File: src/rtl/mitchell_log_front.sv
// Mitchell log front end: leading-one index K and MSB-aligned fraction M of one unsigned operand.
// Latency: 2 cycles from input transfer to OUT_VALID; one result per cycle when unstalled.
// Backpressure: OUT_READY stalls S2, then S1; IN_READY drops only when both stages are held.
// Optional macro MLOG_TRUNC_EN: zeroes the wl_trunc LSBs of M at the S2 register.
module mitchell_log_front #(
  parameter int wl_x     = 32,
  parameter int wl_m     = wl_x - 1,
  parameter int wl_k     = 5,
  parameter int wl_trunc = 8
) (
  input  logic            CLK,
  input  logic            RST_N,
  input  logic            IN_VALID,
  output logic            IN_READY,
  input  logic [wl_x-1:0] X,
  output logic            OUT_VALID,
  input  logic            OUT_READY,
  output logic [wl_k-1:0] K,
  output logic [wl_m-1:0] M,
  output logic            ZERO
);

  localparam logic [wl_k-1:0] MAX_K = wl_k'(wl_x - 1);

  // Stage 1 state: only the bits below the MSB are kept, since the leading
  // one itself is shifted out of M and never needed again.
  logic            s1_vld;
  logic [wl_m-1:0] s1_x;
  logic [wl_k-1:0] s1_k;
  logic            s1_z;

  // Stage 2 state drives the outputs directly.
  logic            s2_vld;
  logic [wl_k-1:0] s2_k;
  logic [wl_m-1:0] s2_m;
  logic            s2_z;

  logic            s1_load;
  logic            s2_load;

  logic [wl_k-1:0] k1_d;
  logic            z1_d;
  logic [wl_k-1:0] shamt;
  logic [wl_m-1:0] m_d;
  logic [wl_k-1:0] k_d;

  // Advance control: S2 moves when empty or drained, S1 moves when empty or S2 moves.
  always_comb begin
    s2_load  = !s2_vld || OUT_READY;
    s1_load  = !s1_vld || s2_load;
    IN_READY = s1_load;
  end

  // Priority encoder: highest set bit of X wins (later loop iterations override).
  always_comb begin
    k1_d = '0;
    for (int i = 0; i < wl_x; i++) begin
      if (X[i]) k1_d = i[wl_k-1:0];
    end
    z1_d = (X == '0);
  end

  // Stage 1 register: capture operand, index and zero flag on input transfer.
  always_ff @(posedge CLK or negedge RST_N) begin
    if (!RST_N) begin
      s1_vld <= 1'b0;
      s1_x   <= '0;
      s1_k   <= '0;
      s1_z   <= 1'b0;
    end else if (s1_load) begin
      s1_vld <= IN_VALID;
      if (IN_VALID) begin
        s1_x <= X[wl_m-1:0];
        s1_k <= k1_d;
        s1_z <= z1_d;
      end
    end
  end

  // Normalising shift: moving the leading one to bit wl_m drops it out of the
  // wl_m-bit result, leaving exactly the fraction bits MSB-aligned.
  always_comb begin
    shamt = MAX_K - s1_k;
    m_d   = s1_x << shamt;
    k_d   = s1_k;
    if (s1_z) begin
      m_d = '0;
      k_d = '0;
    end
`ifdef MLOG_TRUNC_EN
    m_d[wl_trunc-1:0] = '0;
`else
`endif
  end

  // Stage 2 register: data updates only when a valid S1 entry moves in, so
  // a held result stays stable under backpressure.
  always_ff @(posedge CLK or negedge RST_N) begin
    if (!RST_N) begin
      s2_vld <= 1'b0;
      s2_k   <= '0;
      s2_m   <= '0;
      s2_z   <= 1'b0;
    end else if (s2_load) begin
      s2_vld <= s1_vld;
      if (s1_vld) begin
        s2_k <= k_d;
        s2_m <= m_d;
        s2_z <= s1_z;
      end
    end
  end

  // Output mapping.
  always_comb begin
    OUT_VALID = s2_vld;
    K         = s2_k;
    M         = s2_m;
    ZERO      = s2_z;
  end

endmodule
File: config.mk
export PLATFORM = sky130hd
export DESIGN_NAME = mitchell_log_front
export DESIGN_NICKNAME = d
export VERILOG_FILES = /design/src/rtl/mitchell_log_front.sv
export SDC_FILE = /design/constraint.sdc
export NUM_CORES = 1
export LEC_CHECK = 0
export CAP_MARGIN = 20
export CELL_PAD_IN_SITES_DETAIL_PLACEMENT = 1
export CELL_PAD_IN_SITES_GLOBAL_PLACEMENT = 1
export CORE_MARGIN = 10
export CORE_UTILIZATION = 41
export CTS_CLUSTER_DIAMETER = 200
export DETAILED_ROUTE_END_ITERATION = 8
export PLACE_DENSITY = 0.78
export RECOVER_POWER = 100
export SETUP_SLACK_MARGIN = 0.02
export SYNTH_ARGS = -nofsm -noshare
export SYNTH_HDL_FRONTEND = slang
export SYNTH_SLANG_ARGS = --single-unit
File: constraint.sdc
create_clock -name CLK -period 1.9 [get_ports CLK]
set_input_delay 0.57 -clock CLK [delete_from_list [all_inputs] [get_ports CLK]]
set_output_delay 0.57 -clock CLK [all_outputs]
set_load 0.02 [all_outputs]
==> out/qor.yml <==
outcome:
  outcome: "finished with violations"
  violations: "negative setup slack"
route:
  drcViolationCount: 0
  finalWirelength_mm: 16.25
  drtIter0Drc: 347
  avgRoutedWirePerCell_um: 20.57
  drt_pass1_iterations: 5
  vias: 4467
  viasPerCell: 5.654
  ant_nets: 0
logic_synthesis:
  synth_edf_count: 0
  synthAdderAreaFrac_pct: 0
  synthMuxAreaShare_pct: 19.74
  synth_area_per_cell_um2: 9.274
  synth-simple-area-share_pct: 19.49
  synth.distinct_cells: 59
  synth_top_family_by_area: "multiplexers"
  synth-seq-cells: 76
  yosys_warnings: 0
  synthXorXnorAreaFrac_pct: 0
  synthCells: 490
  async_flop_share_pct: 100.0
  synth.net_count: 526
  syn-cell-area_um2: 4544
  synth_flop_cell: "dfrtp_1"
  synth-seq-area-share_pct: 41.85
  synth_compound_area_share_pct: 14.70
critical_path:
  crit_arrival_ns: 2.25
  end_kind: "flip-flop"
  critPathKind: "reg -> reg"
  required_ns: 2.13
  r2r_cells: 7
  r2r_slack_ns: -0.12
  startpoint: "s1_k[0]"
  startpoint_type: "flip-flop"
  r2r-end: "M[27]"
  regToRegStartpoint: "s1_k[0]"
  critical_path_peak_fanout: 7
sta:
  finalCriticalPeriod_ns: 2.020
  slew_headroom_pct: 32.58
  setup_viol_count_final: 14
  slew_violations: 0
  post-route-period-util_pct: 106.3
  tightest_slew_ns: 1.011
  hold_viol_final: 0
  holdWs_ns: 0.3557
  skew_ns: 0.004648
  fin_ws_ns: -0.1202
  tns_ns: -1.002
  grt_setup_unrepaired: "true"
  max_freq_ghz: 0.4950
place:
  io_buffers: 74
  dp_hpwl_mm: 11.98
  placedCellCount: 766
  placed_area_um2: 6026
  gp_congestion: 0.9200
  post-place-ws_ns: -0.5013
die:
  fp.dieArea_um2: 15700
  row_count: 38
  core_area_um2: 10840
  die_h_um: 125.3
  ios: 75
  initial_core_util_pct: 41.92
  die_w_um: 125.3
layout:
  stdcell_count: 790
  n_antenna_cell: 0
  final_layout_size_suffix_gt1_share_pct: 28.31
  fin_area_um2: 6442
  post-route-util_pct: 59.43
  fin_nets: 681
  layout_commonest_cell: "nand2_1"
  mostFrequentLayoutCells: "nand2_1, buf_4, dfrtp_1"
  area_growth_pct: 41.77
power:
  share_seq_of_total_power_pct: 36.7
  p_int_mw: 3.710
  switching_share_pct: 37.28
  ir_worst_vdd_mv: 0.3779
  power_frac_comb_pct: 43.6
  leakage_nw: 3.078
  switching_power_mw: 2.206
  pwr-share-clk_pct: 19.8
  powerDensity_nw_per_um2: 918.2
  power_mw: 5.916
global_routing:
  grt_max_degree: 37
  grt_overflow: 0
  grt_pass1_vias: 4822
  antenna_found_initial: 0
  grt_usage_pct: 19.28
  grt_pass1_wl_mm: 24.96
clock_network:
  cts_buffer_depth: 2
  cts_tree: "built"
  clk-insertion-delay-late_ns: 0.36
  cts_sinks: 76
  ctsHtreeMaxLevel: 3
  cts-buffers-inserted: 9
  cts_root_buf: "clkbuf_8"
  cts_hold_buf: 0
  clk_pin_slew_worst_paths_ns: 0.08
run:
  max_cap_viol_count: 0
hold_path:
  hp-class: "in -> async"
==> synth_stat cells, drive strengths merged (2+ instances only) <==
master,number,area [um^2]
nor4,7,43.79
a2bb2oi,2,17.52
dfrtp,76,1902
o21a,6,46.30
a32oi,2,17.52
o221ai,12,111.4
o21ai,31,155.1
nand3,9,45.04
nor2,30,112.6
o221a,2,22.52
o31ai,5,37.54
o211ai,4,30.03
clkbuf,17,63.81
a21boi,2,15.01
a21oi,14,73.82
buf,13,97.58
mux4,12,270.3
o22ai,6,37.54
mux2,24,274.0
a211o,4,35.03
or3,3,18.77
mux2i,34,352.8
nor3,7,35.03
nand2b,6,37.54
nand2,136,515.5
inv,7,26.27
==> layout make-up <==
cell class,instances,area (um^2)
sequential,76,1903
fill,1250,4398
multi-input combinational,376,2628
inverter,8,30.03
clock buffer,15,176.4
tap,140,175.2
clock inverter,1,5.005
timing repair buffer,174,1525
==> repair_timing <==
item                                    in CTS  in global routing
setup buffers                                5                  4
endpoints found under the setup margin      51                 24
pin swaps                                    3                  7
gates resized for setup                     61                 42
gates cloned                                 0                  1
==> routing by layer <==
layer  global-route usage, %  wire, um
met3                   3.887       894
met2                   33.72      8233
met4                   7.046       453
met5                       0         0
met1                   22.85      6666
==> critical path, cell delays in order (launching register included) <==
cell and delay (ns):
dfrtp_2 0.41, buf_12 0.15, buf_6 0.14, mux2_2 0.37
mux2i_1 0.21, mux2_4 0.20, o22ai_1 0.08, or3_1 0.33
==> sequential cells by signal, indices dropped and copies added, names as in the netlist <==
name,flops
s1_k,5
s1_x,31
OUT_VALID,1
K,5
M,31
s1_vld,1
ZERO,1
s1_z,1
==> cell families (layout without fill, tap and decap cells) <==
logic type	after synthesis	after routing
AND/OR/NAND/NOR	208	208
AO/OA/AOI/OAI	98	98
flip-flops	76	76
multiplexers	70	70
buffers and inverters	38	198
==> how the worst max path moves through the flow <==
| stage | to | cells after the start |
|---|---|---|
| after floorplan | M[24] | 7 |
| after global placement | IN_READY | 3 |
| after detailed placement | IN_READY | 3 |
| after CTS | M[27] | 6 |
| after global routing | M[30] | 7 |
| final | M[27] | 7 |
==> power by group through the flow <==
stage          clock network [mW]  logic (mW)  registers (mW)
6_report                     1.17        2.58            2.17
3_3_place_gp                    0        2.37            2.16
5_1_grt                      1.25        2.78            2.21
3_5_place_dp                    0        2.44            2.19
2_1_floorplan                   0        1.06            2.39
4_1_cts                      1.19        2.37            2.15
Power figures use the tool's default switching activity.
